## config.mk

```make
export PLATFORM = sky130hd
export DESIGN_NAME = fetch_buffer
export DESIGN_NICKNAME = d
export VERILOG_FILES = /design/src/rtl/fetch_pkg.sv /design/src/rtl/sync_fifo.sv /design/src/rtl/fetch_buffer.sv
export SDC_FILE = /design/constraint.sdc
export NUM_CORES = 1
export LEC_CHECK = 0
export ABC_AREA = 1
export BUFFER_PORTS_ARGS = -buffer_cell sky130_fd_sc_hd__clkbuf_2
export CORE_UTILIZATION = 30
export DETAILED_ROUTE_END_ITERATION = 10
export MAX_ROUTING_LAYER = met4
export PLACE_DENSITY = 0.55
export SYNTH_ARGS = -nofsm -noshare
export SYNTH_HDL_FRONTEND = slang
export SYNTH_SLANG_ARGS = --single-unit
```

## constraint.sdc

```tcl
create_clock -name clk -period 9.2 [get_ports clk]
set_clock_uncertainty 0.2 [all_clocks]
set_input_delay 1.38 -clock clk [delete_from_list [all_inputs] [get_ports clk]]
set_output_delay 1.38 -clock clk [all_outputs]
set_load 0.005 [all_outputs]
```

## src/rtl/fetch_pkg.sv

```systemverilog
// Shared types and constants for the instruction fetch buffer.
package fetch_pkg;

    // Fetch controller states: idle, request outstanding, request abandoned by flush.
    typedef enum logic [1:0] {
        IDLE,
        REQ,
        DROP
    } fetch_state_e;

    // Program counter advance per accepted instruction.
    localparam logic [31:0] PC_STEP = 32'd4;

endpackage

```

## src/rtl/sync_fifo.sv

```systemverilog
// Synchronous FIFO with flush and occupancy output; storage is not reset.
module sync_fifo #(
    parameter int unsigned WIDTH = 64,
    parameter int unsigned DEPTH = 4
) (
    input  logic                     clk,
    input  logic                     rst_ni,
    input  logic                     push_i,
    input  logic [WIDTH-1:0]         wdata_i,
    input  logic                     pop_i,
    input  logic                     flush_i,
    output logic [WIDTH-1:0]         rdata_o,
    output logic [$clog2(DEPTH):0]   count_o
);

    localparam int unsigned PtrW = $clog2(DEPTH);

    logic [WIDTH-1:0] mem_q [DEPTH];
    logic [PtrW-1:0]  wptr_q, wptr_d;
    logic [PtrW-1:0]  rptr_q, rptr_d;
    logic [PtrW:0]    count_q, count_d;

    // Pointer and occupancy next-state; flush wins over same-cycle push/pop.
    always_comb begin
        wptr_d  = wptr_q;
        rptr_d  = rptr_q;
        count_d = count_q;
        if (flush_i) begin
            wptr_d  = '0;
            rptr_d  = '0;
            count_d = '0;
        end else begin
            // DEPTH is a power of two, so pointer overflow is the modulo wrap.
            if (push_i) wptr_d = wptr_q + 1'b1;
            if (pop_i)  rptr_d = rptr_q + 1'b1;
            count_d = count_q + {{PtrW{1'b0}}, push_i} - {{PtrW{1'b0}}, pop_i};
        end
    end

    // Pointer and occupancy registers with synchronous active-low reset.
    always_ff @(posedge clk) begin
        if (!rst_ni) begin
            wptr_q  <= '0;
            rptr_q  <= '0;
            count_q <= '0;
        end else begin
            wptr_q  <= wptr_d;
            rptr_q  <= rptr_d;
            count_q <= count_d;
        end
    end

    // Entry storage, written on push only.
    always_ff @(posedge clk) begin
        if (push_i && !flush_i) begin
            mem_q[wptr_q] <= wdata_i;
        end
    end

    assign rdata_o = mem_q[rptr_q];
    assign count_o = count_q;

endmodule

```

## src/rtl/fetch_buffer.sv

```systemverilog
// Instruction fetch buffer: issues memory reads at pc_i and queues returned
// instructions with their fetch address for the decoder.
module fetch_buffer
    import fetch_pkg::*;
#(
    parameter int unsigned DEPTH  = 4,
    parameter int unsigned DATA_W = 32
) (
    input  logic              clk,
    input  logic              in,
    input  logic [31:0]       pc_i,
    output logic [31:0]       increment_o,
    output logic              mem_req_o,
    output logic [31:0]       mem_addr_o,
    input  logic              mem_ack_i,
    input  logic [DATA_W-1:0] mem_rdata_i,
    output logic              inst_valid_o,
    output logic [DATA_W-1:0] inst_o,
    output logic [31:0]       inst_pc_o,
    input  logic              inst_ready_i,
    input  logic              flush_i
);

    localparam int unsigned CntW = $clog2(DEPTH) + 1;
    localparam int unsigned EntW = 32 + DATA_W;
    localparam logic [CntW-1:0] DepthC = CntW'(DEPTH);

    fetch_state_e    state_q, state_d;
    logic            push;
    logic            pop;
    logic [CntW-1:0] count;
    logic [CntW-1:0] count_post;
    logic [EntW-1:0] head;

    assign pop        = inst_valid_o && inst_ready_i;
    // Occupancy after this cycle's push and pop; only meaningful when pushing.
    assign count_post = count + CntW'(1) - {{(CntW-1){1'b0}}, pop};

    // Next state, request, PC step and push decode.
    always_comb begin
        state_d     = state_q;
        push        = 1'b0;
        mem_req_o   = 1'b0;
        increment_o = '0;
        unique case (state_q)
            IDLE: begin
                if (count < DepthC && !flush_i) state_d = REQ;
            end
            REQ: begin
                mem_req_o = 1'b1;
                if (mem_ack_i) begin
                    // The PC advances even when a flush discards the data.
                    increment_o = PC_STEP;
                    if (flush_i) begin
                        state_d = IDLE;
                    end else begin
                        push    = 1'b1;
                        state_d = (count_post < DepthC) ? REQ : IDLE;
                    end
                end else if (flush_i) begin
                    state_d = DROP;
                end
            end
            DROP: begin
                mem_req_o = 1'b1;
                if (mem_ack_i) state_d = IDLE;
            end
            default: state_d = IDLE;
        endcase
    end

    // State register with synchronous active-low reset.
    always_ff @(posedge clk) begin
        if (!in) state_q <= IDLE;
        else     state_q <= state_d;
    end

    sync_fifo #(
        .WIDTH (EntW),
        .DEPTH (DEPTH)
    ) u_fifo (
        .clk     (clk),
        .rst_ni  (in),
        .push_i  (push),
        .wdata_i ({pc_i, mem_rdata_i}),
        .pop_i   (pop),
        .flush_i (flush_i),
        .rdata_o (head),
        .count_o (count)
    );

    assign mem_addr_o   = pc_i;
    assign inst_valid_o = (count != '0);
    assign inst_o       = head[DATA_W-1:0];
    assign inst_pc_o    = head[EntW-1 -: 32];

endmodule

```

======== Word-level counts from Yosys, hierarchy flattened ========
Memories as Yosys holds them, arrays and structs flattened. A register that Yosys moved wholly into a read port is not among the register bits.
Cells that the tools add are included.
cells by class
  $add $sub $neg .......................... 6
  magnitude comparators ................... 2
  equality and inequality tests ........... 5
  mux-type cells .......................... 17
  bitwise operators ....................... 1
  reductions and logical operators ........ 9
operators with widths
  operator             count
  $mux 2               6
  $mux 1               8
  $lt 3x3->1 const B   2
  $mux 3               2
  $pmux 2 s3           1
  $sub 3x1->3          2
  $add 2x1->2 const B  2
  $ne 2x2->1 const B   2
  $reduce_or 2->1      2
  $add 3x1->3          1
  $add 3x1->3 const B  1
  $logic_and 1x1->1    3
  $ne 3x3->1 const B   1
  $reduce_and 3->1     1
  $reduce_bool 3->1    1
  $eq 2x1->1 const B   1
  $eq 2x2->1 const B   1
  $logic_not 2->1      1
  $logic_not 1->1      1
  $not 1->1            1
word-level totals
  flip-flop bits (word level) ............. 9
  RAM bits ................................ 256
  bits of input ports ..................... 69
  output and inout bits ................... 130
  word-level logic and storage cells ...... 45
  memories kept ........................... 1
memories
  memory        words  width  read ports  clocked after memory_dff  write ports  RTL line         RTL
  u_fifo.mem_q  4      64     1           1                         1            sync_fifo.sv:18  logic [WIDTH-1:0] mem_q [DEPTH];

======== Depth between registers and ports, before layout ========
  depth after elaboration ................. 8
  depth in mapped cells ................... 10

======== By module ========
From an unflattened synthesis, not the netlist that was laid out.
second synthesis, totals
  cells, all modules ...................... 847
  area total of the unflattened synthesis .. 10759.1 um^2
by module, submodules not included
  module        times used  cells each  area each (um^2)
  sync_fifo     1           741         10028.4
  fetch_buffer  1           106         730.7

======== Least setup slack after synthesis ========
OpenSTA, ideal clock, no wires.
  kind .................................... input to register
  from .................................... input mem_ack_i
  to ...................................... memory u_fifo.mem_q[0][0] (enable)
  arrival ................................. 4.413 ns
  data required time ...................... 8.514 ns
  setup slack ............................. 4.101 ns
  stages on the path ...................... 4
  buffers on the path ..................... 0
  cells stage by stage .................... nand2_1 > nor2_1 > inv_1 > nor2_1
between the ends
  cells in the longest elaborated chain, start to end .. 5
ends and longest elaborated chain
  what                          RTL line            RTL
  from (decl)                   fetch_buffer.sv:15  input logic mem_ack_i,
  $mux 1                        fetch_buffer.sv:51  if (mem_ack_i) begin
  $mux 1                        fetch_buffer.sv:45  unique case (state_q)
  net push                      fetch_buffer.sv:29  logic push;
  $logic_and 1x1->1             sync_fifo.sv:55     if (push_i && !flush_i) begin
  $mux 1                        sync_fifo.sv:55
  $mux 1 (not written as such)  sync_fifo.sv:56     mem_q[wptr_q] <= wdata_i;
  to (decl)                     sync_fifo.sv:18
The timed path passes the listed nets, and every way through them passes these cells.

==> results.md <==
- Finished Layout Cells: 1,393
- CP Capture Type: output pin
- Total core area: roughly 35,000 um2
- Initial core utilization: 0.3070
- Tightest Pin Transition: approximately 1.1 ns
- Fin. Hold Viols: 0
- GR Overflow Total: 0
- Drt drc: 0
- Delay-heaviest family, CP: buffers and inverters
- Synth Instances: just under 800
- Sw Share: 0.2150
- Sw power: 0.0005806 W
- Pint: ~0.0021 W
- ANT nets after route: 0
- FF+latch count, synth: 267
- Count of cell types in the netlist: 20
- Post-CTS Hold Fix Bufs: 0
- Max Cap Viol: 0
- Status: completed
- Total Routing Usage GR: 0.1303
- Endpoints failing setup: 0
- Clock power frac: 0.417
- Via-to-Cell Ratio: roughly 4.5
- Initial DRC Count: about 380
- Initial antenna violation count: 0
- ANT cells: 0
- DP Wirelength: ~14 mm
- R2r setup slk: 6.47 ns
- Worst relative slew slack: 0.2865
- Post_cts resized: 0
- Die Span X: between 150 and 200 um
- # IOs: ~200
- RSZ-0062 raised after global routing: no
- Via count: 6,320
- Drt pass-1 iters: 4
- Synth warn: 0
- TNS Setup: 0 ns
- Logic pwr share: 0.072
- Layout cell share with drive strength beyond 1: 0.2367
- Slew Viols, Final: 0
- Lkg Pwr: 4.511 nW
- CTS tree: done
- Num CTS Buffers: 28
- # Post-CTS Setup Buffers: 0
- GP Congestion: ~0.7
- WS Path Type: flip-flop to output pin
- Critical-path top delay cell: buf_4
- Final core occ: 0.3585
- Worst-path clk slew: roughly 0.06 ns
- Htree depth: 1
- WP data required: around 7.6 ns
- Global-route wire length before repair: around 35 mm
- CP Launch Type: flip-flop
- Max VDD drop: 0.0001226 V
- CTS Buffer Depth: 3
- CTS Sinks: 267
- Hold Path Class: flip-flop to flip-flop
- Tmin final: about 4.5 ns
- Vias in the first global route: roughly 5,900
- Setup slack at placement: between 5 and 6 ns
- PD cells: ~220 nW/um2
- Port Buf Inserts: 167
- Die Area: 36,280 um2
- Mean post-synth cell area: around 14 um2
- Hold_ws: approximately 0.30 ns
- Post-Syn Area: ~11,000 um2
- Row count: between 60 and 70
- Largest net degree at the start of global routing: 99
- Setup WS post-layout: 4.699 ns
- # nets final: between 900 and 1,000
- Final period util: 0.4892
- Reg power frac: 0.512
- Sequential element share of the synthesized area: 0.7420
- Crit path max fanout: just under 100
- Buf+Inv Stages, Crit Path: 3
- Clk_lat worst skew: roughly 0.54 ns
- Crit-path cells: inv_4 > buf_4 > nor2_1 > o22ai_1 > clkbuf_2
- Total detailed-routing wirelength: between 20 and 25 mm
- Die Ht: 190.5 um
- CP max stage delay: approximately 0.84 ns
- CP arrival: 2.92 ns
- Placed Cells incl. Taps: around 1,300
- Layout area overhead: 16.76%
- Max Clk Rate: 222.2 MHz
- WL/cell: between 15 and 20 um
- Clk root buf: clkbuf_16
metal layers:
layer | track usage | part of all wire | up-vias
met2 | 0.2057 | 0.47 | 197
li1 | - | - | 3028
met4 | 0.03200 | 0.017 | 0
met5 | - | 0 | -
met3 | 0.02613 | 0.062 | 38
met1 | 0.1718 | 0.46 | 3057
worst register-to-register path: cells and delay by family, from the launching register on:
family	cells	cell delay, ns
buffers and inverters	3	1.10
and+or+nand+nor	3	0.47
DFF	1	0.31
adders and majority gates	1	0.21
power groups by stage:
stage                     combinational (W)  sequential, W  clock, W
after floorplan                    0.000119        0.00141         0
after global placement             0.000198        0.00141         0
after detailed placement           0.000199        0.00141         0
after CTS                          0.000199        0.00138   0.00115
after global routing               0.000221        0.00138   0.00120
final                              0.000193        0.00138   0.00113
cell families after synthesis:
logic type               after synthesis  share of synthesized area
flip-flops                           267                     0.7420
AO/OA/AOI/OAI                        201                     0.1019
AND/OR/NAND/NOR                      172                    0.06105
buffers and inverters                134                    0.08112
adder cells (fa/ha/maj)               11                    0.01362
other                                  1                  0.0003519
area by class of cell:
cell class,instances,area [um2]
repair buffers,175,895.9
inverters,30,115.1
well taps,455,569.3
fillers,3380,22270
multi-input cells,415,2028
flip-flops and latches,267,7913
clock inverters,20,190.2
clock buffers,31,733.2
Yosys cell counts:
| library cell | n | share of area |
|---|---|---|
| clkbuf_2 | 3 | 0.0014 |
| a21oi_1 | 4 | 0.0019 |
| o21ai_0 | 77 | 0.036 |
| edfxtp_1 | 256 | 0.72 |
| buf_4 | 69 | 0.049 |
| nand3_1 | 4 | 0.0019 |
| clkbuf_1 | 18 | 0.0063 |
| ha_1 | 10 | 0.012 |
| conb_1 | 1 | 0.00035 |
| nor2_1 | 145 | 0.051 |
| o21ai_1 | 56 | 0.026 |
| inv_1 | 28 | 0.0099 |
| nand2_1 | 23 | 0.0081 |
| buf_2 | 1 | 0.00047 |
| o22ai_1 | 64 | 0.038 |
| dfxtp_1 | 11 | 0.021 |
| buf_6 | 13 | 0.014 |
| clkinv_1 | 1 | 0.00035 |
| fa_1 | 1 | 0.0019 |
| inv_2 | 1 | 0.00035 |
cell usage in the layout (no fill, tap or decap), types with 23 or more instances in the layout:
| master | n |
|---|---|
| clkbuf_16 | 29 |
| clkbuf_2 | 167 |
| conb_1 | 31 |
| edfxtp_1 | 256 |
| inv_1 | 28 |
| nand2_1 | 23 |
| nor2_1 | 141 |
| o21ai_0 | 77 |
| o21ai_1 | 56 |
| o22ai_1 | 64 |
metrics by stage:
step	cell area (um2)	total power, W
after detailed placement	11520	0.001606
final	12440	0.002701
after global routing	12440	0.002807
after global placement	11520	0.001605
after floorplan	10770	0.001526
after CTS	12440	0.002734
worst paths after layout:
check,startpoint,endpoint,cells past startpoint
max,flip-flop,inst_o[9],5
min,u_fifo.rptr_q[1],flip-flop,2
max reg2reg,state_q[1],u_fifo.mem_q[3][19],7
min reg2reg,u_fifo.rptr_q[1],flip-flop,2
registers in the layout (all words and copies together), names as in the netlist, named ones only:
name            cells
u_fifo.mem_q      256
u_fifo.count_o      3
state_q             2
u_fifo.rptr_q       2
u_fifo.wptr_q       2
(Power assumes the default switching activity.)
